### src/rtl/instr_fetch_sequencer_pkg.sv
// Shared constants and types for the instruction fetch sequencer: default widths,
// opcode class nibbles, control sub-codes, the NOP encoding, ALU flag bit positions
// and the FSM state encoding.
package instr_fetch_sequencer_pkg;

   localparam int IFS_DATA_WIDTH = 16;
   localparam int IFS_ADDR_WIDTH = 8;
   localparam int IFS_TIMEOUT    = 255;
   localparam int TIMER_WIDTH    = 8;

   // Opcode class, taken from the top nibble of the opcode
   localparam logic [3:0] CLS_LDI  = 4'h0;
   localparam logic [3:0] CLS_ALU  = 4'h1;
   localparam logic [3:0] CLS_RD   = 4'h2;
   localparam logic [3:0] CLS_JZ   = 4'hD;
   localparam logic [3:0] CLS_JMP  = 4'hE;
   localparam logic [3:0] CLS_CTRL = 4'hF;

   // Control sub-code, taken from the second nibble of a control opcode
   localparam logic [3:0] CTRL_HALT = 4'h0;

   // Opcode presented to the ALU/register stage whenever nothing is issued
   localparam logic [15:0] OPC_NOP = 16'hF100;

   // ALU flag bit positions
   localparam int FLAG_ZERO     = 0;
   localparam int FLAG_CARRY    = 1;
   localparam int FLAG_NEGATIVE = 2;
   localparam int FLAG_OVERFLOW = 3;

   typedef enum logic [2:0] {
      ST_IDLE   = 3'd0,
      ST_FETCH  = 3'd1,
      ST_WAIT   = 3'd2,
      ST_DECODE = 3'd3,
      ST_ISSUE  = 3'd4,
      ST_SETTLE = 3'd5,
      ST_HALTED = 3'd6
   } state_t;

endpackage

### src/rtl/instr_fetch_sequencer_if.sv
// Bus bundle between the sequencer, instruction memory and the ALU/register stage.
// The master side is the sequencer; the slave side is the memory/ALU environment.
interface instr_fetch_sequencer_if
   import instr_fetch_sequencer_pkg::*;
#(
   parameter int DATA_WIDTH = IFS_DATA_WIDTH,
   parameter int ADDR_WIDTH = IFS_ADDR_WIDTH
);

   // instruction memory
   logic                    imem_req;
   logic [ADDR_WIDTH-1:0]   imem_addr;
   logic                    imem_ack;
   logic [2*DATA_WIDTH-1:0] imem_data;

   // issue port towards the ALU/register stage
   logic [DATA_WIDTH-1:0]   opcode;
   logic [DATA_WIDTH-1:0]   operand;
   logic                    read_enable;
   logic                    issue_valid;
   logic [3:0]              alu_flags;

   modport master (
      output imem_req, imem_addr, opcode, operand, read_enable, issue_valid,
      input  imem_ack, imem_data, alu_flags
   );

   modport slave (
      input  imem_req, imem_addr, opcode, operand, read_enable, issue_valid,
      output imem_ack, imem_data, alu_flags
   );

endinterface

### src/rtl/instr_fetch_sequencer.sv
// Instruction fetch sequencer: fetches instruction words, resolves jumps and
// zero-flag conditional jumps locally, issues data/ALU/read instructions to the
// ALU/register stage, inserts a settle cycle after ALU ops and halts on HALT or
// on a memory fetch that is never acknowledged.
module instr_fetch_sequencer
   import instr_fetch_sequencer_pkg::*;
#(
   parameter int DATA_WIDTH = IFS_DATA_WIDTH,
   parameter int ADDR_WIDTH = IFS_ADDR_WIDTH,
   parameter int TIMEOUT    = IFS_TIMEOUT
) (
   input  logic                  clk,
   input  logic                  reset,
   input  logic                  start,
   instr_fetch_sequencer_if.master bus,
   output logic [ADDR_WIDTH-1:0] pc,
   output logic                  busy,
   output logic                  halted,
   output logic                  error
);

   // NOP left-aligned so the class nibble stays in the top bits for wider words
   localparam logic [DATA_WIDTH-1:0] NOP_WORD = DATA_WIDTH'(OPC_NOP) << (DATA_WIDTH - 16);
   localparam logic [TIMER_WIDTH-1:0] TIMER_LAST = TIMER_WIDTH'(TIMEOUT - 1);

   state_t                    state_reg, state_next;
   logic [ADDR_WIDTH-1:0]     pc_reg, pc_next;
   logic [2*DATA_WIDTH-1:0]   ir_reg, ir_next;
   logic [TIMER_WIDTH-1:0]    timer_reg, timer_next;
   logic                      error_reg, error_next;
   logic [DATA_WIDTH-1:0]     opcode_reg, opcode_next;
   logic [DATA_WIDTH-1:0]     operand_reg, operand_next;
   logic                      read_enable_reg, read_enable_next;
   logic                      issue_valid_reg, issue_valid_next;

   // fields of the latched instruction word
   logic [DATA_WIDTH-1:0]     ir_opcode;
   logic [DATA_WIDTH-1:0]     ir_operand;
   logic [3:0]                ir_class;
   logic [3:0]                ir_sub;
   logic [ADDR_WIDTH-1:0]     ir_target;
   logic [ADDR_WIDTH-1:0]     pc_inc;

   assign ir_opcode  = ir_reg[2*DATA_WIDTH-1 -: DATA_WIDTH];
   assign ir_operand = ir_reg[DATA_WIDTH-1:0];
   assign ir_class   = ir_opcode[DATA_WIDTH-1 -: 4];
   assign ir_sub     = ir_opcode[DATA_WIDTH-5 -: 4];
   assign ir_target  = ir_operand[ADDR_WIDTH-1:0];
   assign pc_inc     = pc_reg + ADDR_WIDTH'(1);

   // State, program counter, instruction register, timeout counter and issue registers
   always_ff @(posedge clk) begin
      if (reset) begin
         state_reg       <= ST_IDLE;
         pc_reg          <= '0;
         ir_reg          <= '0;
         timer_reg       <= '0;
         error_reg       <= 1'b0;
         opcode_reg      <= NOP_WORD;
         operand_reg     <= '0;
         read_enable_reg <= 1'b0;
         issue_valid_reg <= 1'b0;
      end else begin
         state_reg       <= state_next;
         pc_reg          <= pc_next;
         ir_reg          <= ir_next;
         timer_reg       <= timer_next;
         error_reg       <= error_next;
         opcode_reg      <= opcode_next;
         operand_reg     <= operand_next;
         read_enable_reg <= read_enable_next;
         issue_valid_reg <= issue_valid_next;
      end
   end

   // Next-state logic; the issue registers fall back to NOP unless DECODE loads them
   always_comb begin
      state_next       = state_reg;
      pc_next          = pc_reg;
      ir_next          = ir_reg;
      timer_next       = timer_reg;
      error_next       = error_reg;
      opcode_next      = NOP_WORD;
      operand_next     = '0;
      read_enable_next = 1'b0;
      issue_valid_next = 1'b0;

      case (state_reg)
         ST_IDLE, ST_HALTED: begin
            if (start) begin
               state_next = ST_FETCH;
               pc_next    = '0;
               error_next = 1'b0;
            end
         end

         ST_FETCH: begin
            state_next = ST_WAIT;
            timer_next = '0;
         end

         ST_WAIT: begin
            if (bus.imem_ack) begin
               ir_next    = bus.imem_data;
               state_next = ST_DECODE;
            end else if (timer_reg == TIMER_LAST) begin
               state_next = ST_HALTED;
               error_next = 1'b1;
            end else begin
               timer_next = timer_reg + TIMER_WIDTH'(1);
            end
         end

         ST_DECODE: begin
            case (ir_class)
               CLS_LDI, CLS_ALU, CLS_RD: begin
                  state_next       = ST_ISSUE;
                  opcode_next      = ir_opcode;
                  operand_next     = ir_operand;
                  read_enable_next = (ir_class == CLS_RD);
                  issue_valid_next = 1'b1;
               end
               CLS_JMP: begin
                  pc_next    = ir_target;
                  state_next = ST_FETCH;
               end
               CLS_JZ: begin
                  pc_next    = bus.alu_flags[FLAG_ZERO] ? ir_target : pc_inc;
                  state_next = ST_FETCH;
               end
               CLS_CTRL: begin
                  if (ir_sub == CTRL_HALT) begin
                     state_next = ST_HALTED;
                  end else begin
                     pc_next    = pc_inc;
                     state_next = ST_FETCH;
                  end
               end
               default: begin
                  // undefined classes are skipped like a NOP
                  pc_next    = pc_inc;
                  state_next = ST_FETCH;
               end
            endcase
         end

         ST_ISSUE: begin
            pc_next    = pc_inc;
            state_next = (ir_class == CLS_ALU) ? ST_SETTLE : ST_FETCH;
         end

         ST_SETTLE: begin
            state_next = ST_FETCH;
         end

         default: begin
            state_next = ST_IDLE;
         end
      endcase
   end

   assign bus.imem_req    = (state_reg == ST_FETCH);
   assign bus.imem_addr   = pc_reg;
   assign bus.opcode      = opcode_reg;
   assign bus.operand     = operand_reg;
   assign bus.read_enable = read_enable_reg;
   assign bus.issue_valid = issue_valid_reg;

   assign pc     = pc_reg;
   assign busy   = (state_reg != ST_IDLE) && (state_reg != ST_HALTED);
   assign halted = (state_reg == ST_HALTED);
   assign error  = error_reg;

endmodule

### src/flat_wrapper.sv
// flat-port wrapper written by rule: the top's interface ports become plain ports
module instr_fetch_sequencer_flat import instr_fetch_sequencer_pkg::*;
#(
   parameter int DATA_WIDTH = IFS_DATA_WIDTH,
   parameter int ADDR_WIDTH = IFS_ADDR_WIDTH,
   parameter int TIMEOUT    = IFS_TIMEOUT
)
  (clk, reset, start, pc, busy, halted, error, bus_imem_req, bus_imem_addr, bus_opcode, bus_operand, bus_read_enable, bus_issue_valid, bus_imem_ack, bus_imem_data, bus_alu_flags);
  instr_fetch_sequencer_if #(.DATA_WIDTH(DATA_WIDTH), .ADDR_WIDTH(ADDR_WIDTH)) bus_i ();
  input  logic clk;
  input  logic reset;
  input  logic start;
  output logic [ADDR_WIDTH-1:0] pc;
  output logic busy;
  output logic halted;
  output logic error;
  output wire logic [$bits(bus_i.imem_req)-1:0] bus_imem_req;
  output wire logic [$bits(bus_i.imem_addr)-1:0] bus_imem_addr;
  output wire logic [$bits(bus_i.opcode)-1:0] bus_opcode;
  output wire logic [$bits(bus_i.operand)-1:0] bus_operand;
  output wire logic [$bits(bus_i.read_enable)-1:0] bus_read_enable;
  output wire logic [$bits(bus_i.issue_valid)-1:0] bus_issue_valid;
  input wire logic [$bits(bus_i.imem_ack)-1:0] bus_imem_ack;
  input wire logic [$bits(bus_i.imem_data)-1:0] bus_imem_data;
  input wire logic [$bits(bus_i.alu_flags)-1:0] bus_alu_flags;
  assign bus_imem_req = bus_i.imem_req;
  assign bus_imem_addr = bus_i.imem_addr;
  assign bus_opcode = bus_i.opcode;
  assign bus_operand = bus_i.operand;
  assign bus_read_enable = bus_i.read_enable;
  assign bus_issue_valid = bus_i.issue_valid;
  assign bus_i.imem_ack = bus_imem_ack;
  assign bus_i.imem_data = bus_imem_data;
  assign bus_i.alu_flags = bus_alu_flags;
  instr_fetch_sequencer #(.DATA_WIDTH(DATA_WIDTH), .ADDR_WIDTH(ADDR_WIDTH), .TIMEOUT(TIMEOUT)) u_core (.clk(clk), .reset(reset), .start(start), .bus(bus_i), .pc(pc), .busy(busy), .halted(halted), .error(error));
endmodule
### config.mk
export PLATFORM = sky130hd
export DESIGN_NAME = instr_fetch_sequencer_flat
export DESIGN_NICKNAME = d
export VERILOG_FILES = /design/src/rtl/instr_fetch_sequencer_pkg.sv /design/src/rtl/instr_fetch_sequencer_if.sv /design/src/rtl/instr_fetch_sequencer.sv /design/src/flat_wrapper.sv
export SDC_FILE = /design/constraint.sdc
export NUM_CORES = 1
export LEC_CHECK = 0
export CAP_MARGIN = 20
export CORE_MARGIN = 3
export CORE_UTILIZATION = 30
export CTS_BUF_LIST = sky130_fd_sc_hd__clkbuf_4 sky130_fd_sc_hd__clkbuf_8
export CTS_CLUSTER_SIZE = 10
export DETAILED_ROUTE_END_ITERATION = 6
export PLACE_DENSITY = 0.66
export SLEW_MARGIN = 20
export SYNTH_ARGS = -nofsm -noshare
export SYNTH_HDL_FRONTEND = slang
export SYNTH_SLANG_ARGS = --single-unit
### constraint.sdc
create_clock -name clk -period 1.65 [get_ports clk]
set_input_delay 0.33 -clock clk [delete_from_list [all_inputs] [get_ports clk]]
set_output_delay 0.33 -clock clk [all_outputs]
set_load 0.03 [all_outputs]
==> qor.yml <==
die_h_um: 111.2
cts.clk_slew.worst_paths_ns: 0.10
clkLatencyLatePin_ns: 0.35
multi_input_area_sq_um: 1615
utilization: 0.4725
yosysMostFrequentCell: "dfxtp_1"
gp_congestion: 0.8007
post_drt_wl_per_cell_um: 13.87
dp_hpwl_mm: 5.717
drtIter0Drc: 125
ys_ff_latch: 86
rsz0062_at_grt: "yes"
ys_seq_area_frac: 0.5187
cpPeakStageDelay_ns: 0.56
ir_drop_uv: 448.6
vias: 2966
htree_levels: 3
max_freq_mhz: 599.4
intPower_mw: 3.319
first_global_vias: 2913
io_buffers: 90
layout.nets: 532
p_sw_mw: 1.189
final_cells: 630
die_w_um: 111.2
ys.flop_type: "dfxtp_1"
dpl.cell_count: 605
rows: 37
largest_reg_flops: 32
end_kind: "flop"
synth-edff-count: 0
clkPwrFrac: 0.378
hold_buffers: 0
crit_buf_inv: 0
outcome: "finished, violations left"
p_comb_frac: 0.142
n_antenna_cell: 0
antenna_found_initial: 0
critPathMaxFanout: 5
power_frac_seq: 0.480
syn-cell-area_sq_um: 3319
yosysWarnings: 0
skew_ns: 0.01238
synthToLayoutAreaGrowth_pct: 50.24
drc_errors: 0
tightest_slew_ns: 0.3496
grt_max_degree: 41
cts_num_sinks: 86
cts-root-buf: "clkbuf_8"
setup_viol: 5
coreArea_sq_um: 10560
cap_violations: 0
ant_nets: 0
grt_pass1_wl_mm: 13.91
yosys.area.top_type_share: 0.5187
cts_buffer_depth: 2
dpl_worst_slack_ns: -0.4238
dieArea_sq_um: 12360
drv_slew: 0
p_leak_nw: 2.026
cp-start-kind: "flop"
syn_area_per_cell_sq_um: 8.735
fillers: 1022
syn-instance-count: 380
num_io_pins: 94
synth.net_count: 423
swShare: 0.2638
fin_ws_ns: -0.01846
crit_family: "compound AO/OA/AOI/OAI gates"
synthTopCellsByArea: "dfxtp_1 52%, nand2_1 8.5%, a21oi_1 6.3%"
start_util: 0.3145
cts_buffers: 9
critPathKind: "reg -> reg"
slowest_stage: "or4_4"
vias_per_cell: 4.708
period_share: 1.011
synthTopCellsByCount: "86 x dfxtp_1, 75 x nand2_1, 42 x a21oi_1, 30 x and2_1, 17 x nor2_1"
cp_data_required_time_ns: 1.92
synth_top_cell_by_area: "dfxtp_1"
worstPathArrival_ns: 1.94
overflow: 0
drive_gt1_frac: 0.2065
hold_class: "in -> reg"
dr.pass1.iters: 5
p_per_area_nw_per_um2: 904.1
hold_violations: 0
path_cells: "or4_4 -> o21ai_4 -> o22a_4 -> a21oi_1 -> o32ai_1"
synth_cell_types: 46
wirelength_mm: 8.738
fin_crit_ns: 1.668
grt_usage: 0.1366
violations: "setup timing"
regArea_sq_um: 1729
cts_tree: "built"
synth-async-reset-ratio: 0
slew_headroom: 0.7679
-- path summary, 6_finish.rpt --
kind | from | endpoint | slack [ns] | cells after the start
hold / removal | reset | u_core.timer_reg[0] | 0.34 | 2
setup / recovery | u_core.ir_reg[25] | u_core.bus.imem_addr[6] | -0.02 | 5
setup reg to reg | u_core.ir_reg[25] | u_core.bus.imem_addr[6] | -0.02 | 5
hold reg to reg | u_core.ir_reg[23] | u_core.ir_reg[23] | 0.45 | 2
-- what timing repair did --
action                                  4_1_cts  5_1_grt
pin swaps                                     8       18
setup buffers                                 4        5
endpoints found under the hold margin         0        0
endpoints found under the setup margin       63       52
gates cloned                                  0        1
gates resized for setup                      76       29
-- cell usage in the layout (no fill, tap or decap), types with 2 or more instances in the layout --
| cell | n |
|---|---|
| nor3_1 | 6 |
| clkbuf_8 | 9 |
| bufinv_16 | 2 |
| nor2b_1 | 3 |
| a31oi_1 | 2 |
| a22oi_1 | 5 |
| nand2_1 | 74 |
| a21oi_1 | 39 |
| or2_2 | 2 |
| nor2_1 | 15 |
| dfxtp_1 | 80 |
| a211oi_2 | 4 |
| mux2i_1 | 3 |
| inv_6 | 2 |
| buf_4 | 29 |
| clkdlybuf4s50_1 | 35 |
| dfxtp_2 | 6 |
| nand2b_1 | 5 |
| and2_1 | 29 |
| inv_2 | 2 |
| nand4_1 | 2 |
| a211oi_1 | 2 |
| ha_2 | 2 |
| dlygate4sd2_1 | 50 |
| o21ai_0 | 2 |
| xnor2_1 | 5 |
| xor2_1 | 2 |
| o32ai_1 | 2 |
| buf_6 | 4 |
| nor2_4 | 2 |
| inv_1 | 10 |
| nand2b_4 | 2 |
| nand3_1 | 6 |
| a21oi_2 | 2 |
| buf_12 | 6 |
-- per-stage QoR --
stage	hold WS, ns	area [sq um]	power, mW	setup TNS [ns]
floorplan	0.4233	3322	2.477	-0.002898
global placement	0.4351	4524	2.735	-5.401
detailed placement	0.4398	4524	2.742	-5.876
CTS	0.3114	4826	4.493	-0.1255
global route	0.3399	4987	4.690	-0.9112
finish	0.3372	4987	4.509	-0.05433
-- power by group through the flow --
stage	Sequential (mW)	Clock (mW)	Combinational, mW
2_1_floorplan	2.22	0	0.258
3_3_place_gp	2.21	0	0.529
3_5_place_dp	2.21	0	0.534
4_1_cts	2.16	1.74	0.591
5_1_grt	2.17	1.82	0.695
6_report	2.16	1.71	0.640
-- worst reg2reg max path, cell delays in order (launching register included) --
cell	delay, ns
dfxtp_2	0.33
or4_4	0.56
o21ai_4	0.24
o22a_4	0.22
a21oi_1	0.05
o32ai_1	0.20
-- per-layer routing --
metal / vias up / wire length, um / track usage
li1: 1486 / - / -
met4: 0 / 35 / 0.03650
met3: 2 / 455 / 0.03330
met1: 1395 / 4063 / 0.1733
met2: 83 / 4183 / 0.2316
met5: - / 0 / 0
-- area by class of cell --
class	count	area share
timing repair buffer	127	0.2408
tap	136	0.03412
sequential	86	0.3467
multi-input combinational	253	0.3239
clock inverter	7	0.02057
clock buffer	9	0.02484
inverter	12	0.009032
-- cell families after synthesis --
kind of cell | after synthesis | share of synthesized area
simple gates | 162 | 0.2352
flops | 86 | 0.5187
compound gates | 75 | 0.1417
buf+inv | 42 | 0.05993
xor+xnor | 8 | 0.02111
fa+ha+maj | 4 | 0.01432
mux | 3 | 0.009047
Note: power is estimated with default switching activity, not from simulation.
